==> config.mk <==
export PLATFORM = sky130hd
export DESIGN_NAME = sd_xfer_sequencer
export DESIGN_NICKNAME = d
export VERILOG_FILES = /design/src/rtl/sd_xfer_sequencer.sv
export SDC_FILE = /design/constraint.sdc
export NUM_CORES = 1
export LEC_CHECK = 0
export ABC_AREA = 1
export CAP_MARGIN = 20
export CORE_UTILIZATION = 35
export DETAILED_ROUTE_END_ITERATION = 8
export PLACE_DENSITY_LB_ADDON = 0.15
export REMOVE_ABC_BUFFERS = 1
export SLEW_MARGIN = 15
export SYNTH_ARGS = -nofsm -noshare
export SYNTH_HDL_FRONTEND = slang
export SYNTH_SLANG_ARGS = --single-unit
==> constraint.sdc <==
create_clock -name CLK -period 1.7 [get_ports CLK]
set_clock_uncertainty 0.15 [all_clocks]
set_input_delay 0.255 -clock CLK [delete_from_list [all_inputs] [get_ports CLK]]
set_output_delay 0.255 -clock CLK [all_outputs]
set_load 0.01 [all_outputs]
==> src/rtl/sd_xfer_sequencer.sv <==
// rtl/sd_xfer_sequencer.sv - sequences one SD transaction across CMD, ADMA and DAT blocks
// Command, optional DMA data phase, optional auto-stop, then completion/error reporting.
module sd_xfer_sequencer #(
  parameter int          TO_W      = 16,
  parameter int          TO_CYCLES = 50000,
  parameter logic [5:0]  STOP_IDX  = 6'd12
) (
  input  logic        CLK,
  input  logic        RESET,
  input  logic        start_flag,
  input  logic [5:0]  cmd_index,
  input  logic        data_present,
  input  logic [15:0] block_count,
  input  logic        cmd_complete,
  input  logic        cmd_timeout,
  input  logic        dma_done,
  input  logic        dma_error,
  input  logic        dat_done,
  input  logic        STOP,
  output logic        new_cmd,
  output logic [5:0]  cmd_idx_out,
  output logic        dma_start,
  output logic        cmd_inhibit,
  output logic        dat_inhibit,
  output logic        cmd_done,
  output logic        tf_complete,
  output logic [3:0]  err_status,
  output logic [2:0]  seq_state
);

  typedef enum logic [2:0] {
    IDLE       = 3'd0,
    SEND_CMD   = 3'd1,
    WAIT_RESP  = 3'd2,
    START_DATA = 3'd3,
    WAIT_DATA  = 3'd4,
    SEND_STOP  = 3'd5,
    WAIT_STOP  = 3'd6,
    FINISH     = 3'd7
  } state_t;

  localparam logic [TO_W-1:0] WD_LAST = TO_W'(TO_CYCLES - 1);

  state_t          state;
  logic [5:0]      lat_idx;
  logic            lat_data;
  logic [15:0]     lat_count;
  logic [TO_W-1:0] wd;
  logic            dma_seen;
  logic            dat_seen;
  logic            data_entered;

  logic wd_expired;
  logic in_wait;
  logic multi_block;
  logic dma_seen_nx;
  logic dat_seen_nx;
  logic data_both;
  logic data_exit;

  assign wd_expired  = (wd == WD_LAST);
  assign in_wait     = (state == WAIT_RESP) || (state == WAIT_DATA) || (state == WAIT_STOP);
  assign multi_block = (lat_count > 16'd1);
  assign dma_seen_nx = dma_seen | dma_done;
  assign dat_seen_nx = dat_seen | dat_done;
  assign data_both   = dma_seen_nx & dat_seen_nx;
  assign data_exit   = data_both | dma_error | STOP | wd_expired;

  assign cmd_inhibit = (state != IDLE);
  assign dat_inhibit = lat_data && (state != IDLE);
  assign seq_state   = state;

  always_ff @(posedge CLK or posedge RESET) begin
    if (RESET) begin
      state        <= IDLE;
      lat_idx      <= 6'd0;
      lat_data     <= 1'b0;
      lat_count    <= 16'd0;
      wd           <= '0;
      dma_seen     <= 1'b0;
      dat_seen     <= 1'b0;
      data_entered <= 1'b0;
      new_cmd      <= 1'b0;
      cmd_idx_out  <= 6'd0;
      dma_start    <= 1'b0;
      cmd_done     <= 1'b0;
      tf_complete  <= 1'b0;
      err_status   <= 4'd0;
    end else begin
      new_cmd     <= 1'b0;
      cmd_idx_out <= 6'd0;
      dma_start   <= 1'b0;
      cmd_done    <= 1'b0;
      tf_complete <= 1'b0;
      // Watchdog saturates at its last value so it can never wrap back to a live count.
      if (in_wait && !wd_expired)
        wd <= wd + 1'b1;

      case (state)
        IDLE: begin
          if (start_flag) begin
            lat_idx      <= cmd_index;
            lat_data     <= data_present;
            lat_count    <= block_count;
            err_status   <= 4'd0;
            data_entered <= 1'b0;
            new_cmd      <= 1'b1;
            cmd_idx_out  <= cmd_index;
            state        <= SEND_CMD;
          end
        end

        SEND_CMD: begin
          wd    <= '0;
          state <= WAIT_RESP;
        end

        WAIT_RESP: begin
          if (cmd_timeout) begin
            err_status[0] <= 1'b1;
            state         <= FINISH;
          end else if (cmd_complete) begin
            cmd_done <= 1'b1;
            if (lat_data && (lat_count != 16'd0)) begin
              dma_start    <= 1'b1;
              data_entered <= 1'b1;
              state        <= START_DATA;
            end else begin
              state <= FINISH;
            end
          end else if (wd_expired) begin
            err_status[0] <= 1'b1;
            state         <= FINISH;
          end
        end

        START_DATA: begin
          dma_seen <= 1'b0;
          dat_seen <= 1'b0;
          wd       <= '0;
          state    <= WAIT_DATA;
        end

        WAIT_DATA: begin
          dma_seen <= dma_seen_nx;
          dat_seen <= dat_seen_nx;
          if (!data_both) begin
            if (dma_error)
              err_status[2] <= 1'b1;
            else if (STOP)
              err_status[3] <= 1'b1;
            else if (wd_expired)
              err_status[1] <= 1'b1;
          end
          if (data_exit) begin
            if (multi_block) begin
              new_cmd     <= 1'b1;
              cmd_idx_out <= STOP_IDX;
              state       <= SEND_STOP;
            end else begin
              // Clean single-block completion; any data error above blocks the pulse.
              tf_complete <= data_both && (err_status[3:1] == 3'd0);
              state       <= FINISH;
            end
          end
        end

        SEND_STOP: begin
          wd    <= '0;
          state <= WAIT_STOP;
        end

        WAIT_STOP: begin
          if (cmd_timeout || (!cmd_complete && wd_expired)) begin
            err_status[0] <= 1'b1;
            tf_complete   <= data_entered && (err_status[3:1] == 3'd0);
            state         <= FINISH;
          end else if (cmd_complete) begin
            tf_complete <= data_entered && (err_status[3:1] == 3'd0);
            state       <= FINISH;
          end
        end

        FINISH: begin
          state <= IDLE;
        end

        default: state <= IDLE;
      endcase
    end
  end

endmodule

# Word level (Yosys, flattened, before mapping)
# Index checks and enable logic that the tools add are counted.
# word_totals
ff_bits	53
elab_cells	128
inputBits	32
# classes
mux	52
add_sub_neg	1
bitwise_logic	6
n_eq_ne	24
reduce_logical	28
magnitude_cmp	1
# ops
op	count
$mux 16	2
$mux 1	27
$mux 3	9
$pmux 3 s8	1
$ne 2x2->1 const B	10
$add 16x1->16 const B	1
$eq 16x16->1 const B	1
$gt 16x1->1 const B	1
$reduce_bool 16->1	1
$reduce_and 5->1	3
$eq 3x3->1 const B	4
$mux 4	3
$pmux 6 s2	1
$pmux 1 s2	5
$reduce_and 4->1	2
$reduce_bool 2->1	4
$eq 3x2->1 const B	2
$logic_and 1x1->1	6
$logic_not 3->1	2
$mux 6	1
$ne 3x3->1 const B	2
$pmux 3 s2	1
$reduce_and 6->1	1
$reduce_bool 3->1	2
other kinds (12)	20

# Depth between registers and ports, before layout
# Gate-level depths: netlist of run 1.
# depth
ltp_word	7
depth_mapped	11

# Least setup slack after synthesis of run 1
# No wires, ideal clock.
# synth_path
kind	register to register
from	reg wd[0]
to	reg wd[2]
path_stages_with_launch	11
path_buffers	1
path_slack_ns	0.009
synth_period_minus_slack_ns	1.691
arrival_ns	1.412
setup_time_ns	0.129
required_ns	1.421
path_cell_list	dfrtp_1 -> ha_1 -> nand3_1 -> nor2_1 -> nand2_2 -> nand2_4 -> nand2_4 -> inv_6 -> buf_12 -> nand2_1 -> o31ai_1
# synth_between
elab_chain_cells	4
word_cells_on_any_way	7
# synth_rtl
element	line	text
start, declared	48	logic [TO_W-1:0] wd;
start signal, assigned	97	wd <= wd + 1'b1;
parallel branches: the longest is 4 deep, another holds $add 16x1->16	n/a	
# Parallel ways; which one is timed is not known. The select of a mux whose other input is x is not followed.
# A chain may end at the register's enable or synchronous reset.

# Final worst setup path of run 1
# layout_path
from	reg err_status[1]
to	out err_status[1]
# layout_lines
element	line	text
start, declared	27	output logic [3:0] err_status,
start signal, assigned	88	err_status <= 4'd0;
start signal, assigned	105	err_status <= 4'd0;
start signal, assigned	153	err_status[1] <= 1'b1;
# No word-level cell between the ends.

==> results.py, run 1 <==
metrics = {
    "place": {
        "globalplace.congestion": 0.916,
        "dp.cells": 533,
        "post-dp-hpwl_um": 4750,
        "dpl_cell_area_sq_um": 3530,
        "numPortBuffers": 50,
    },
    "logic_synthesis": {
        "yosysUniqueCellTypes": 27,
        "ys_seq_area_share_pct": 49.2,
        "synth_top_area_cell": "dfrtp_1",
        "ys_ff_latch": 53,
        "syn_inst": 358,
        "synth_top_area_share_pct": 49.2,
        "yosysWarnings": 0,
        "syn_area_sq_um": 2700,
        "yosys-top-cells-area": "dfrtp_1, nand2_1, nor2_1",
        "syn_avg_cell_area_sq_um": 7.53,
    },
    "final_layout": {
        "drive_above_1_share_pct": 18.2,
        "final_area_sq_um": 3790,
        "mostFrequentLayoutCells": "nand2_1, dfrtp_1, clkdlybuf4s50_1, nor2_1, buf_4",
        "multi_input_area_sq_um": 1260,
        "fillCellCount": 678,
        "finish.net_count": 482,
        "syn_to_final_growth_pct": 40.6,
        "final_cells": 549,
        "seq_area_sq_um": 1330,
        "final_util_pct": 51.7,
        "final_common_cell": "nand2_1",
        "n_antenna_cell": 0,
    },
    "pwr": {
        "p_comb_share_pct": 44.9,
        "total_power_mw": 4.96,
        "p_sw_share_pct": 37.5,
        "power_density_nw_per_um2": 1310,
        "cellLeakagePower_nw": 1.84,
        "peakVddDrop_v": 0.000518,
        "p_clk_share_pct": 18.0,
        "netSwitchingPower_mw": 1.86,
        "seqPwrFrac_pct": 37.2,
        "intPower_mw": 3.10,
    },
    "floorplanning": {
        "num_rows": 31,
        "core_region_area_sq_um": 7330,
        "dieArea_sq_um": 8060,
        "die_x_um": 89.8,
        "boundaryPins": 51,
        "start_util_pct": 36.8,
        "die_h_um": 89.8,
    },
    "worst_setup_path": {
        "reg2reg_depth": 8,
        "slowest_delay_ns": 0.55,
        "crit_required_ns": 1.29,
        "rr_startpoint": "wd[0]$_DFFE_PP0P_",
        "cp.arrival_ns": 1.26,
        "worstSetupEndpointType": "output port",
        "crit_start": "err_status[1]$_DFFE_PP0P_",
        "worstPathCellList": "clkdlybuf4s50_1",
        "path_max_fanout": 2,
        "rrSetupSlack_ns": 0.09,
        "cp-start-kind": "register",
        "path_buf_inv": 1,
        "crit_family": "buffers and inverters",
        "r2r-end": "err_status[1]$_DFFE_PP0P_",
        "worst_path_max_delay_cell": "clkdlybuf4s50_1",
        "path_class": "reg2out",
    },
    "sta": {
        "setup_viol": 0,
        "fin_crit_ns": 1.67,
        "worstMarginPinSlew_ns": 0.286,
        "fin_setup_tns_ns": 0,
        "slew_viol_final": 0,
        "grt_setup_unrepaired": "true",
        "period_share_pct": 98.1,
        "fmax_ghz": 0.600,
        "hold_viol": 0,
        "relSlewSlack_pct": 80.9,
    },
    "clock_tree": {
        "cts-htree-levels": 2,
        "ctsHoldBuffers": 0,
        "clockRootBuffer": "clkbuf_8",
        "clk_pin_slew_ns": 0.10,
        "cts_tree": "built",
        "clk_path_buf_depth": 2,
        "clock_latency_ns": 0.31,
        "cts_made_buffers": 5,
        "clkSinkCount": 53,
    },
    "global_route": {
        "grt_pass1_wl_um": 11100,
        "grt.overflow.total": 0,
        "track_usage_pct": 17.1,
        "grt_max_degree": 54,
        "grt_pass1_vias": 2406,
        "antenna_found_initial": 0,
    },
    "detailed_routing": {
        "vias": 2497,
        "drtAntennaViolNets": 0,
        "dr.pass1.iters": 4,
        "routedWlPerCell_um": 11.7,
        "via_per_inst": 4.55,
        "totalWireLength_um": 6410,
        "drc_errors": 0,
        "drt_iter0_drc": 122,
    },
    "flow_run": {
        "cap_violations": 0,
    },
    "worst_hold_path": {
        "hp-class": "in2async",
    },
    "status": {
        "status": "complete, no violations",
    },
}
## stage by stage
stage | hold WS [ns] | setup slack, ns
2_1_floorplan | 0.218 | -0.101
3_3_place_gp | 0.305 | -0.0844
3_5_place_dp | 0.309 | -0.105
4_1_cts | 0.175 | -0.0637
5_1_grt | 0.170 | -0.0186
6_report | 0.147 | 0.0322
## Yosys cell counts
library cell and number:
nand2_1 135, dfrtp_1 53, nor2_1 48, inv_1 31, nand3_1 20, o21ai_0 13, nor3_1 10, nand4_1 9
xor2_1 6, a21oi_1 4, buf_2 4, inv_2 4, nand2_2 4, nand2_4 2, o21a_1 2, o31ai_1 2
a21oi_4 1, a22oi_1 1, buf_12 1, ha_1 1, inv_6 1, nor2_2 1, nor2_4 1, o21ai_1 1
o21bai_1 1, or2_2 1, xnor2_1 1
## cell type report
| type | count | share of cell area [%] |
|---|---|---|
| Sequential cell | 53 | 35.0 |
| Timing Repair Buffer | 89 | 21.3 |
| Clock buffer | 7 | 2.28 |
| Clock inverter | 1 | 0.792 |
| Tap cell | 99 | 3.27 |
| Inverter | 36 | 3.96 |
| Multi-Input combinational cell | 264 | 33.4 |
## state kept, by name, indices dropped and copies added, names as in the netlist
signal / count
tf_complete: 1
cmd_idx_out: 6
err_status: 4
lat_count: 16
new_cmd: 1
lat_data: 1
wd: 16
seq_state: 3
data_entered: 1
dat_seen: 1
dma_seen: 1
cmd_done: 1
dma_start: 1
## per-layer routing
metal / part of all wire [%] / vias to the layer above / track usage (%)
met3: 4.1 / 7 / 3.47
li1: - / 1301 / -
met5: 0 / - / 0
met1: 47 / 1133 / 22.4
met2: 48 / 56 / 28.6
met4: 1.1 / 0 / 4.51
## power groups by stage
| stage | clock network (mW) | registers, mW | logic (mW) |
|---|---|---|---|
| after CTS | 0.916 | 1.84 | 2.17 |
| after detailed placement | 0 | 1.85 | 2.13 |
| final | 0.892 | 1.84 | 2.23 |
| after global routing | 0.977 | 1.89 | 2.49 |
| after global placement | 0 | 1.85 | 2.12 |
| after floorplan | 0 | 1.92 | 1.08 |
## cell families (layout without fill, tap and decap cells)
family | after synthesis | count (layout) | synth area share (%)
and+or+nand+nor | 231 | 231 | 35.8
DFF | 53 | 53 | 49.2
AOI/OAI and AO/OA | 25 | 25 | 5.61
xor gates and xnor gates | 7 | 7 | 2.27
adders and majority gates | 1 | 1 | 0.464
buffers and inverters | 41 | 133 | 6.68
## worst max-delay path by stage
stage	to	slack [ns]	depth (start not counted)
after detailed placement	seq_state[2]$_DFFE_PP0P_	-0.10	8
after CTS	err_status[1]$_DFFE_PP0P_	-0.06	13
after floorplan	data_entered$_DFFE_PP0P_	-0.10	7
after global placement	seq_state[2]$_DFFE_PP0P_	-0.08	8
after global routing	seq_state[2]$_DFFE_PP0P_	-0.02	9
final	err_status[1]	0.03	1
## repair_timing
item                       CTS  global route
resized for setup           12            30
setup endpoints to repair    5            45
setup buffers                5             6
pin swaps                    1             9
No activity file was read; power rests on OpenSTA's default activity.
==> inputs of run 2 (changes only) <==
HOLD_SLACK_MARGIN = 0.08   (was not set)
PLACE_DENSITY = 0.64   (was not set)
PLACE_DENSITY_LB_ADDON = not set   (was 0.15)
==> run 2 against run 1 <==
Net effect: first-iteration DRC count is 16% lower; worst setup slack gained 0.031 ns; hold slack improved by 0.0080 ns; combinational power up 2%; routed wire length is 2.8% lower; utilization decreased by 0.72 points; sequential cell count did not move; register-to-register slack hardly changed; final area is 1.4% lower; count of clock-buffer cells in the layout is 2 lower; non-clock buffer count grew 1; sequential power is essentially flat; critical path type unchanged; highest routed layer unchanged.
==> results.py, run 2 (synthesized netlist as in run 1, its figures left out) <==
metrics = {
    "status": {
        "status": "complete, no violations",
    },
    "final_layout": {
        "fillCellCount": 712,
        "final_cells": 549,
        "n_antenna_cell": 0,
        "finish.net_count": 483,
        "reg_top3": "lat_count x16, wd x16, cmd_idx_out x6",
        "final_common_cell": "nand2_1",
        "drive_above_1_share_pct": 16.4,
        "mostFrequentLayoutCells": "nand2_1, dfrtp_1, nor2_1, clkdlybuf4s50_1, buf_4",
        "syn_to_final_growth_pct": 38.6,
    },
    "sta": {
        "fmax_ghz": 0.611,
        "fin_crit_ns": 1.64,
        "relSlewSlack_pct": 75.3,
        "fin_setup_tns_ns": 0,
        "hold_viol": 0,
        "period_share_pct": 96.3,
        "worstMarginPinSlew_ns": 0.369,
        "setup_viol": 0,
        "slew_viol_final": 0,
        "finalWorstSetupSlack_ns": 0.0632,
    },
    "global_route": {
        "grt.overflow.total": 0,
        "antenna_found_initial": 0,
        "grt_pass1_wl_um": 10500,
        "track_usage_pct": 16.0,
        "grt_pass1_vias": 2387,
        "grt_max_degree": 54,
    },
    "clock_tree": {
        "clkSinkCount": 53,
        "cts_made_buffers": 5,
        "clk_path_buf_depth": 2,
        "clockRootBuffer": "clkbuf_8",
        "clk_pin_slew_ns": 0.09,
        "cts-htree-levels": 2,
        "clock_latency_ns": 0.31,
        "cts_tree": "built",
    },
    "worst_setup_path": {
        "crit_family": "buffers and inverters",
        "cp-start-kind": "register",
        "path_class": "reg2out",
        "worstPathCellList": "clkdlybuf4s50_1",
        "reg2reg_depth": 8,
        "path_max_fanout": 2,
        "crit_required_ns": 1.29,
        "rrSetupSlack_ns": 0.09,
        "worstSetupEndpointType": "output port",
        "cp.arrival_ns": 1.23,
        "worst_path_max_delay_cell": "clkdlybuf4s50_1",
        "rr_startpoint": "wd[0]$_DFFE_PP0P_",
        "slowest_delay_ns": 0.55,
        "path_buf_inv": 1,
        "r2r-end": "tf_complete$_DFF_PP0_",
    },
    "floorplanning": {
        "die_h_um": 89.8,
        "num_rows": 31,
        "die_x_um": 89.8,
        "dieArea_sq_um": 8060,
        "core_region_area_sq_um": 7330,
        "start_util_pct": 36.8,
        "boundaryPins": 51,
    },
    "detailed_routing": {
        "dr.pass1.iters": 4,
        "totalWireLength_um": 6230,
        "vias": 2501,
        "drt_iter0_drc": 102,
        "drc_errors": 0,
        "via_per_inst": 4.56,
        "routedWlPerCell_um": 11.3,
        "drtAntennaViolNets": 0,
    },
    "place": {
        "globalplace.congestion": 0.917,
        "detailedPlace.worstSlack_ns": -0.119,
        "dp.cells": 537,
        "post-dp-hpwl_um": 4670,
        "numPortBuffers": 50,
    },
    "pwr": {
        "peakVddDrop_v": 0.000593,
        "cellLeakagePower_nw": 1.82,
        "total_power_mw": 4.81,
        "power_density_nw_per_um2": 1290,
    },
    "flow_run": {
        "cap_violations": 0,
    },
    "worst_hold_path": {
        "hp-class": "in2async",
    },
}
run 2: changes by cell type in the layout (fill, tap and decap cells not counted), sizes merged:
cell	before	now
inv	36	35
clkdlybuf4s50	44	43
clkinv	0	2
bufinv	1	0
clkdlybuf4s15	1	0
dlymetal6s2s	1	2
clkinvlp	0	1
run 2: layout make-up:
cell class / instances / area, sq um / share of cell area [%]
flip-flops and latches: 53 / 1330 / 35.5
multi-input cells: 264 / 1220 / 32.7
repair buffers: 90 / 830 / 22.2
inverters: 36 / 148 / 3.95
well taps: 99 / 124 / 3.31
clock buffers: 5 / 68.8 / 1.84
clock inverters: 2 / 16.3 / 0.435
run 2: how the worst max path moves through the flow:
stage	end	from	cells past startpoint
after floorplan	data_entered$_DFFE_PP0P_	seq_state[0]$_DFFE_PP0P_	7
after global placement	seq_state[2]$_DFFE_PP0P_	dma_error	8
after detailed placement	seq_state[2]$_DFFE_PP0P_	dma_error	8
after CTS	wd[10]$_DFFE_PP0P_	wd[0]$_DFFE_PP0P_	8
after global routing	cmd_idx_out[3]$_DFF_PP0_	wd[0]$_DFFE_PP0P_	8
final	err_status[0]	err_status[0]$_DFFE_PP0P_	1
run 2: where the power goes:
group          switching [mW]  leakage [nW]  internal, mW
registers               0.200         0.684          1.63
logic                    1.26          1.10          1.01
clock network           0.425        0.0402         0.285
total                    1.88          1.82          2.93
run 2: through the flow:
stage                     instance area [sq um]  hold slack, ns  util, %
after floorplan                            2660           0.218        -
after global placement                     3570           0.305     48.7
after detailed placement                   3570           0.309     48.7
after CTS                                  3670           0.169     50.0
after global routing                       3740           0.191     51.0
final                                      3740           0.155     51.0
run 2: repair_timing:
item                       CTS  global route
buffers inserted             1             4
resized for setup           10            17
setup endpoints to repair    5            21
hold buffers                 0             0
pin swaps                    1             6
run 2: tightest hold or removal path, stage by stage:
cell             delay (ns)
clkdlybuf4s50_1        0.42
inv_2                  0.07
buf_12                 0.26
run 2: layer usage:
layer / part of all wire [%] / routed length [um] / up-vias / GRT usage, %
met2: 51 / 3170 / 45 / 29.6
met3: 4.0 / 246 / 9 / 3.30
met5: 0 / 0 / - / 0
met1: 44 / 2750 / 1142 / 18.9
li1: - / - / 1305 / -
met4: 1.0 / 65 / 0 / 3.69
